## src/rtl/mtr_drv_ctrl.sv

```systemverilog
// Dual-channel motor drive controller: PWM period counter, slew-limited duty
// ramps, dead-time enforced direction reversal and fault lockout.
module mtr_drv_ctrl #(
  parameter logic [10:0] SLEW      = 11'd16,
  parameter int unsigned DEAD_PRDS = 4
) (
  input  logic               clk,
  input  logic               rst,
  input  logic               en,
  input  logic               fault,
  input  logic               clr_fault,
  input  logic signed [11:0] lft_cmd,
  input  logic signed [11:0] rght_cmd,
  output logic        [10:0] lft_duty,
  output logic        [10:0] rght_duty,
  output logic               lft_rev,
  output logic               rght_rev,
  output logic               prd_strt,
  output logic               faulted
);

  localparam logic [1:0] ST_IDLE  = 2'd0;
  localparam logic [1:0] ST_RUN   = 2'd1;
  localparam logic [1:0] ST_FAULT = 2'd2;

  localparam logic [0:0] CH_RUN  = 1'b0;
  localparam logic [0:0] CH_DEAD = 1'b1;

  localparam logic [3:0] DEAD_LD = 4'(DEAD_PRDS);

  logic [10:0] cnt_q;
  logic [10:0] cnt_d;
  logic        prd_q;
  logic [1:0]  st_q;
  logic [1:0]  st_d;
  logic [0:0]  ch_q   [2];
  logic [0:0]  ch_d   [2];
  logic [3:0]  dead_q [2];
  logic [3:0]  dead_d [2];
  logic [10:0] duty_q [2];
  logic [10:0] duty_d [2];
  logic        rev_q  [2];
  logic        rev_d  [2];

  logic signed [11:0] cmd [2];
  logic [11:0] neg  [2];
  logic [10:0] tmag [2];
  logic        tdir [2];
  logic        up   [2];
  logic [10:0] diff [2];
  logic [10:0] dlt  [2];
  logic        tick;
  logic        kill;
  logic        step;

  assign cmd[0] = lft_cmd;
  assign cmd[1] = rght_cmd;
  assign tick   = &cnt_q;
  assign cnt_d  = cnt_q + 11'd1;

  // -2048 negates to itself; its magnitude saturates to 2047
  always_comb begin
    for (int i = 0; i < 2; i++) begin
      neg[i]  = 12'd0 - 12'(cmd[i]);
      tmag[i] = cmd[i][11] ? (neg[i][11] ? 11'h7FF : neg[i][10:0])
                           : cmd[i][10:0];
      tdir[i] = (cmd[i] == 12'sd0) ? rev_q[i] : cmd[i][11];
      up[i]   = tmag[i] > duty_q[i];
      diff[i] = up[i] ? (tmag[i] - duty_q[i]) : (duty_q[i] - tmag[i]);
      dlt[i]  = (diff[i] > SLEW) ? SLEW : diff[i];
    end
  end

  assign kill = fault | ((st_q != ST_FAULT) & ~en);
  assign step = ~kill & (st_q != ST_FAULT) & tick;

  always_comb begin
    st_d = st_q;
    if (fault) begin
      st_d = ST_FAULT;
    end else if (st_q == ST_FAULT) begin
      if (clr_fault) st_d = ST_IDLE;
    end else if (!en) begin
      st_d = ST_IDLE;
    end else if (tick) begin
      st_d = ST_RUN;
    end
  end

  always_comb begin
    for (int i = 0; i < 2; i++) begin
      ch_d[i]   = ch_q[i];
      dead_d[i] = dead_q[i];
      duty_d[i] = duty_q[i];
      rev_d[i]  = rev_q[i];
      if (kill) begin
        ch_d[i]   = CH_RUN;
        dead_d[i] = 4'd0;
        duty_d[i] = 11'd0;
      end else if (step) begin
        if (ch_q[i] == CH_DEAD) begin
          duty_d[i] = 11'd0;
          dead_d[i] = dead_q[i] - 4'd1;
          if (dead_q[i] <= 4'd1) begin
            dead_d[i] = 4'd0;
            rev_d[i]  = tdir[i];
            ch_d[i]   = CH_RUN;
          end
        end else if (tdir[i] == rev_q[i]) begin
          duty_d[i] = up[i] ? (duty_q[i] + dlt[i]) : (duty_q[i] - dlt[i]);
        end else if (duty_q[i] != 11'd0) begin
          duty_d[i] = (duty_q[i] > SLEW) ? (duty_q[i] - SLEW) : 11'd0;
        end else begin
          ch_d[i]   = CH_DEAD;
          dead_d[i] = DEAD_LD;
        end
      end
    end
  end

  always_ff @(posedge clk or posedge rst) begin
    if (rst) begin
      cnt_q <= 11'd0;
      prd_q <= 1'b0;
      st_q  <= ST_IDLE;
      for (int i = 0; i < 2; i++) begin
        ch_q[i]   <= CH_RUN;
        dead_q[i] <= 4'd0;
        duty_q[i] <= 11'd0;
        rev_q[i]  <= 1'b0;
      end
    end else begin
      cnt_q <= cnt_d;
      prd_q <= tick;
      st_q  <= st_d;
      for (int i = 0; i < 2; i++) begin
        ch_q[i]   <= ch_d[i];
        dead_q[i] <= dead_d[i];
        duty_q[i] <= duty_d[i];
        rev_q[i]  <= rev_d[i];
      end
    end
  end

  assign lft_duty  = duty_q[0];
  assign rght_duty = duty_q[1];
  assign lft_rev   = rev_q[0];
  assign rght_rev  = rev_q[1];
  assign prd_strt  = prd_q;
  assign faulted   = (st_q == ST_FAULT);

endmodule

```

## config.mk

```make
export PLATFORM = sky130hd
export DESIGN_NAME = mtr_drv_ctrl
export DESIGN_NICKNAME = d
export VERILOG_FILES = /design/src/rtl/mtr_drv_ctrl.sv
export SDC_FILE = /design/constraint.sdc
export NUM_CORES = 1
export LEC_CHECK = 0
export CAP_MARGIN = 20
export CORE_ASPECT_RATIO = 1.5
export CORE_UTILIZATION = 40
export DETAILED_ROUTE_END_ITERATION = 7
export DONT_BUFFER_PORTS = 1
export SYNTH_ARGS = -nofsm -noshare
export SYNTH_HDL_FRONTEND = slang
export SYNTH_SLANG_ARGS = --single-unit
```

## constraint.sdc

```tcl
create_clock -name clk -period 6.4 [get_ports clk]
set_input_delay 0.32 -clock clk [delete_from_list [all_inputs] [get_ports clk]]
set_output_delay 0.32 -clock clk [all_outputs]
set_load 0.05 [all_outputs]
```

==> metrics.txt <==
# TYPE chip_impl_metric gauge
chip_impl_info{name="postSynth.topFlopCell",value="sky130_fd_sc_hd__dfrtp_1"} 1
chip_impl_metric{name="core-area",unit="µm²"} 15800
chip_impl_metric{name="post_route_cells_drive_above_1_share",unit="%"} 21.6
chip_impl_metric{name="drt_iter0_drc",unit=""} 374
chip_impl_metric{name="netSwitchingFraction",unit="%"} 47.9
chip_impl_metric{name="globalRouteMet2Util",unit="%"} 46.4
chip_impl_metric{name="detailroute.via_count",unit=""} 6724
chip_impl_info{name="worst_setup_path_start_kind",value="input pin"} 1
chip_impl_info{name="root_buffer",value="sky130_fd_sc_hd__clkbuf_16"} 1
chip_impl_metric{name="portbufs",unit=""} 0
chip_impl_metric{name="report.power.total",unit="mW"} 2.83
chip_impl_info{name="hp-start",value="fault"} 1
chip_impl_metric{name="post-route-min-period",unit="ns"} 6.13
chip_impl_metric{name="setup_total_negative_slack",unit="ns"} 0
chip_impl_metric{name="place_congestion",unit=""} 0.925
chip_impl_metric{name="route.antenna.remaining_nets",unit=""} 0
chip_impl_metric{name="clk_pin_slew_worst_paths",unit="ns"} 0.06
chip_impl_metric{name="hold_slack",unit="ns"} 0.120
chip_impl_metric{name="irDropWorstVdd",unit="mV"} 0.172
chip_impl_info{name="post_synth_main_area_contributors",value="sky130_fd_sc_hd__dfrtp_1 (18%), sky130_fd_sc_hd__ha_1 (15%), sky130_fd_sc_hd__o21ai_0 (4.9%), sky130_fd_sc_hd__inv_1 (4.6%), sky130_fd_sc_hd__nand2_1 (4.4%)"} 1
chip_impl_metric{name="final.setup_skew",unit="ns"} 0.00585
chip_impl_metric{name="critPathMaxFanout",unit=""} 3
chip_impl_info{name="hold_class",value="in2reg"} 1
chip_impl_metric{name="cts_buffer_depth",unit=""} 2
chip_impl_metric{name="syn_avg_cell_area",unit="µm²"} 7.52
chip_impl_metric{name="grt_pass1_wl",unit="µm"} 30600
chip_impl_metric{name="grtUsageTotal",unit="%"} 23.1
chip_impl_metric{name="synth.yosys.seq_area_share",unit="%"} 18.5
chip_impl_metric{name="ys_async_sr_fraction",unit="%"} 100
chip_impl_metric{name="syn-cell-area",unit="µm²"} 6500
chip_impl_metric{name="post_synth_and_or_nand_nor_area_fraction",unit="%"} 23.4
chip_impl_metric{name="ctsHtreeMaxLevel",unit=""} 2
chip_impl_metric{name="rr_worst_depth",unit=""} 31
chip_impl_metric{name="maxCapViolations",unit=""} 0
chip_impl_info{name="criticalPathCategory",value="in2reg"} 1
chip_impl_metric{name="min_period_over_period",unit="%"} 95.7
chip_impl_metric{name="synth.distinct_cells",unit=""} 70
chip_impl_metric{name="dieWidth",unit="µm"} 106
chip_impl_metric{name="arrival",unit="ns"} 6.30
chip_impl_metric{name="area.growth.synth_to_final",unit="%"} 24.9
chip_impl_metric{name="maximum_number_of_pins_on_one_net_before_global_route_repair",unit=""} 49
chip_impl_metric{name="final_number_of_hold_violating_endpoints",unit=""} 0
chip_impl_metric{name="worstMarginPinSlew",unit="ns"} 0.902
chip_impl_metric{name="synth.yosys.warnings",unit=""} 0
chip_impl_metric{name="grt_use_met1",unit="%"} 21.9
chip_impl_metric{name="net-switching-power",unit="mW"} 1.35
chip_impl_metric{name="placed_area",unit="µm²"} 7600
chip_impl_metric{name="post_synthesis_compound_gate_area_fraction",unit="%"} 25.9
chip_impl_metric{name="remaining_drc_errors",unit=""} 0
chip_impl_info{name="tritoncts",value="yes"} 1
chip_impl_metric{name="cellLeakagePower",unit="nW"} 3.76
chip_impl_metric{name="critPathRequiredTime",unit="ns"} 6.57
chip_impl_metric{name="worst_hold_path.num_cells",unit=""} 1
chip_impl_metric{name="antennaDiodeCount",unit=""} 0
chip_impl_info{name="synth_top_area_cell",value="sky130_fd_sc_hd__dfrtp_1"} 1
chip_impl_metric{name="detailedRoute.firstPassIterationCount",unit=""} 5
chip_impl_metric{name="synth_enable_flop_cells",unit=""} 0
chip_impl_metric{name="routed_wire_length_per_instance",unit="µm"} 16.5
chip_impl_metric{name="die_area",unit="µm²"} 16800
chip_impl_metric{name="max_freq",unit="GHz"} 0.163
chip_impl_metric{name="die_height",unit="µm"} 158
chip_impl_metric{name="final_instance_area",unit="µm²"} 8120
chip_impl_metric{name="initial_core_utilization",unit="%"} 41.2
chip_impl_info{name="largest_family_of_logic_cells_by_synthesized_area",value="compound AO/OA/AOI/OAI gates"} 1
chip_impl_metric{name="syn-instance-count",unit=""} 864
chip_impl_info{name="worst_path_dominant_cell_family",value="simple AND/OR/NAND/NOR gates"} 1
chip_impl_metric{name="synth.top_cell.area_share",unit="%"} 18.5
chip_impl_metric{name="grt_util_met3",unit="%"} 2.35
chip_impl_metric{name="drt_wl_total",unit="µm"} 19600
chip_impl_info{name="rr_endpoint",value="lft_duty[10]"} 1
chip_impl_info{name="reg2reg_from",value="lft_duty[1]"} 1
chip_impl_metric{name="share_seq_of_total_power",unit="%"} 12.7
chip_impl_metric{name="number_of_global_route_vias_before_repair",unit=""} 6532
chip_impl_metric{name="critical_path_buf_inv_count",unit=""} 3
chip_impl_metric{name="layout.filler_cells",unit=""} 1571
chip_impl_metric{name="p_int",unit="mW"} 1.47
chip_impl_metric{name="regToRegSetupSlack",unit="ns"} 0.70
chip_impl_metric{name="dp.final_hpwl",unit="µm"} 15700
chip_impl_info{name="min_delay_endpoint",value="st_q[1]"} 1
chip_impl_metric{name="dp_cells",unit=""} 1168
chip_impl_info{name="grt_most_used_layer",value="met2"} 1
chip_impl_metric{name="grt_remaining_overflow",unit=""} 0
chip_impl_metric{name="dp_slack",unit="ns"} -0.160
chip_impl_metric{name="finish.cell_count_without_fillers",unit=""} 1190
chip_impl_metric{name="finalSetupViolations",unit=""} 0
chip_impl_info{name="run_status",value="finished clean"} 1
chip_impl_metric{name="initial_antenna_violation_count",unit=""} 0
chip_impl_info{name="crit_slowest_cell",value="sky130_fd_sc_hd__or4_4"} 1
chip_impl_metric{name="pins_over_their_slew_limit",unit=""} 0
chip_impl_metric{name="layout.core_utilization",unit="%"} 51.5
chip_impl_metric{name="power_per_unit_of_standard_cell_area",unit="nW/µm²"} 348
chip_impl_metric{name="yosys.area_share.xor_xnor",unit="%"} 6.87
chip_impl_metric{name="num_rows",unit=""} 56
chip_impl_metric{name="yosys-mux-area-fraction",unit="%"} 2.06
chip_impl_metric{name="comb_power_share",unit="%"} 76.0
chip_impl_metric{name="clkSinkCount",unit=""} 48
chip_impl_metric{name="post_drt_via_cell_ratio",unit=""} 5.65
chip_impl_info{name="critical_path_sink_type",value="flop"} 1
chip_impl_metric{name="tritoncts.num_buffers",unit=""} 5
chip_impl_metric{name="setup_ws",unit="ns"} 0.273
chip_impl_metric{name="ioPinCount",unit=""} 55
chip_impl_metric{name="timing.critical_path.slowest_cell_delay",unit="ns"} 0.53
chip_impl_metric{name="worst_max_slew_margin_expressed_relative_to_the_limit",unit="%"} 39.4
chip_impl_metric{name="synthesized_area_fraction_occupied_by_adder_cells",unit="%"} 16.7
chip_impl_metric{name="finalNetCount",unit=""} 1098
chip_impl_metric{name="power.clock.fraction",unit="%"} 11.2
chip_impl_metric{name="syn-num-nets",unit=""} 976
chip_impl_metric{name="ys_ff_latch",unit=""} 48
chip_impl_metric{name="clock_latency",unit="ns"} 0.30
==> state kept, by name, summed over array words and instances (netlist names) <==
signal / flops
ch_q: 2
rght_duty: 11
st_q: 2
prd_strt: 1
lft_rev: 1
dead_q: 8
lft_duty: 11
cnt_q: 11
rght_rev: 1
==> worst max-delay path by stage <==
stage	to	slack, ns	startpoint	cells past startpoint
floorplan	rght_duty[10]	0.02	rght_cmd[3]	27
global placement	lft_duty[7]	-0.09	lft_cmd[3]	32
detailed placement	rght_duty[10]	-0.16	rght_cmd[3]	27
CTS	lft_duty[10]	0.11	lft_cmd[5]	33
global route	lft_duty[10]	-0.02	lft_cmd[0]	35
finish	rght_duty[10]	0.27	rght_cmd[0]	30
==> cell type report <==
cell class,count,area (µm²),area share [%]
Clock inverter,2,38.8,0.478
Inverter,80,300,3.70
Sequential cell,48,1200,14.8
Multi-Input combinational cell,708,5080,62.6
Timing Repair Buffer,143,1100,13.5
Tap cell,203,254,3.13
Clock buffer,6,139,1.71
==> Yosys cell counts (11+ instances only) <==
cell / number
sky130_fd_sc_hd__a21o_1: 24
sky130_fd_sc_hd__a21oi_1: 56
sky130_fd_sc_hd__a31oi_1: 13
sky130_fd_sc_hd__clkbuf_1: 15
sky130_fd_sc_hd__dfrtp_1: 48
sky130_fd_sc_hd__ha_1: 77
sky130_fd_sc_hd__inv_1: 80
sky130_fd_sc_hd__nand2_1: 77
sky130_fd_sc_hd__nand2b_1: 11
sky130_fd_sc_hd__nand3_1: 25
sky130_fd_sc_hd__nor2_1: 64
sky130_fd_sc_hd__nor2b_1: 16
sky130_fd_sc_hd__nor3_1: 32
sky130_fd_sc_hd__nor4_1: 11
sky130_fd_sc_hd__o21ai_0: 64
sky130_fd_sc_hd__o21ai_1: 22
sky130_fd_sc_hd__o31ai_1: 12
sky130_fd_sc_hd__xnor2_1: 29
sky130_fd_sc_hd__xor2_1: 22
==> power by group through the flow <==
stage	combinational, mW	sequential (mW)	clock, mW
floorplan	1.21	0.531	0
global placement	2.01	0.364	0
detailed placement	2.02	0.365	0
CTS	2.03	0.360	0.324
global route	2.33	0.364	0.332
finish	2.15	0.360	0.318
==> metal layers <==
| metal | up-vias | share of wire, % |
|---|---|---|
| li1 | 3359 | - |
| met5 | - | 0 |
| met2 | 159 | 55 |
| met1 | 3148 | 36 |
| met4 | 0 | 5.9 |
| met3 | 58 | 3.1 |
==> cell families after synthesis <==
| kind of cell | count (synthesis) |
|---|---|
| xor gates and xnor gates | 51 |
| DFF | 48 |
| buffers and inverters | 108 |
| muxes | 13 |
| AOI/OAI and AO/OA | 265 |
| adders and majority gates | 83 |
| and+or+nand+nor | 296 |
==> worst register-to-register path, delay by kind of cell (launching register included) <==
family	cells	cell delay [ns]
adder cells (fa/ha/maj)	3	0.87
buffers and inverters	7	0.89
flip-flops	1	0.55
AO/OA/AOI/OAI	14	2.09
AND/OR/NAND/NOR	5	0.76
XOR/XNOR	1	0.10
multiplexers	1	0.36
==> cell usage in the layout, fill, tap and decap left out, types with 4 or more instances in the layout <==
master,netlist,final
sky130_fd_sc_hd__a21oi_1,56,47
sky130_fd_sc_hd__nor4_1,11,10
sky130_fd_sc_hd__o21ai_1,22,26
sky130_fd_sc_hd__nor2_1,64,61
sky130_fd_sc_hd__or3_1,5,5
sky130_fd_sc_hd__o22ai_1,5,5
sky130_fd_sc_hd__inv_1,80,79
sky130_fd_sc_hd__ha_1,77,76
sky130_fd_sc_hd__nand3_1,25,24
sky130_fd_sc_hd__a21o_1,24,24
sky130_fd_sc_hd__nand2_1,77,74
sky130_fd_sc_hd__o21a_1,6,5
sky130_fd_sc_hd__o21ai_0,64,58
sky130_fd_sc_hd__fa_1,6,5
sky130_fd_sc_hd__dfrtp_1,48,48
sky130_fd_sc_hd__nand4_1,10,10
sky130_fd_sc_hd__buf_4,4,137
sky130_fd_sc_hd__o211ai_1,8,8
sky130_fd_sc_hd__nand2b_1,11,11
sky130_fd_sc_hd__nor2b_1,16,15
sky130_fd_sc_hd__xor2_1,22,22
sky130_fd_sc_hd__o31ai_1,12,11
sky130_fd_sc_hd__xnor2_1,29,29
sky130_fd_sc_hd__o21bai_1,10,10
sky130_fd_sc_hd__a21oi_2,1,9
sky130_fd_sc_hd__and3_1,7,7
sky130_fd_sc_hd__a221oi_1,7,4
sky130_fd_sc_hd__mux2i_1,10,9
sky130_fd_sc_hd__clkbuf_16,0,5
sky130_fd_sc_hd__nor3_1,32,29
sky130_fd_sc_hd__a31oi_1,13,11
sky130_fd_sc_hd__nor3b_1,6,6
==> what timing repair did <==
action                                  CTS  global route
endpoints found under the setup margin    0            11
hold endpoints to repair                  0             8
resized for setup                         0            58
hold buffers                              0             1
setup buffers                             0            10
(Power assumes the default switching activity.)
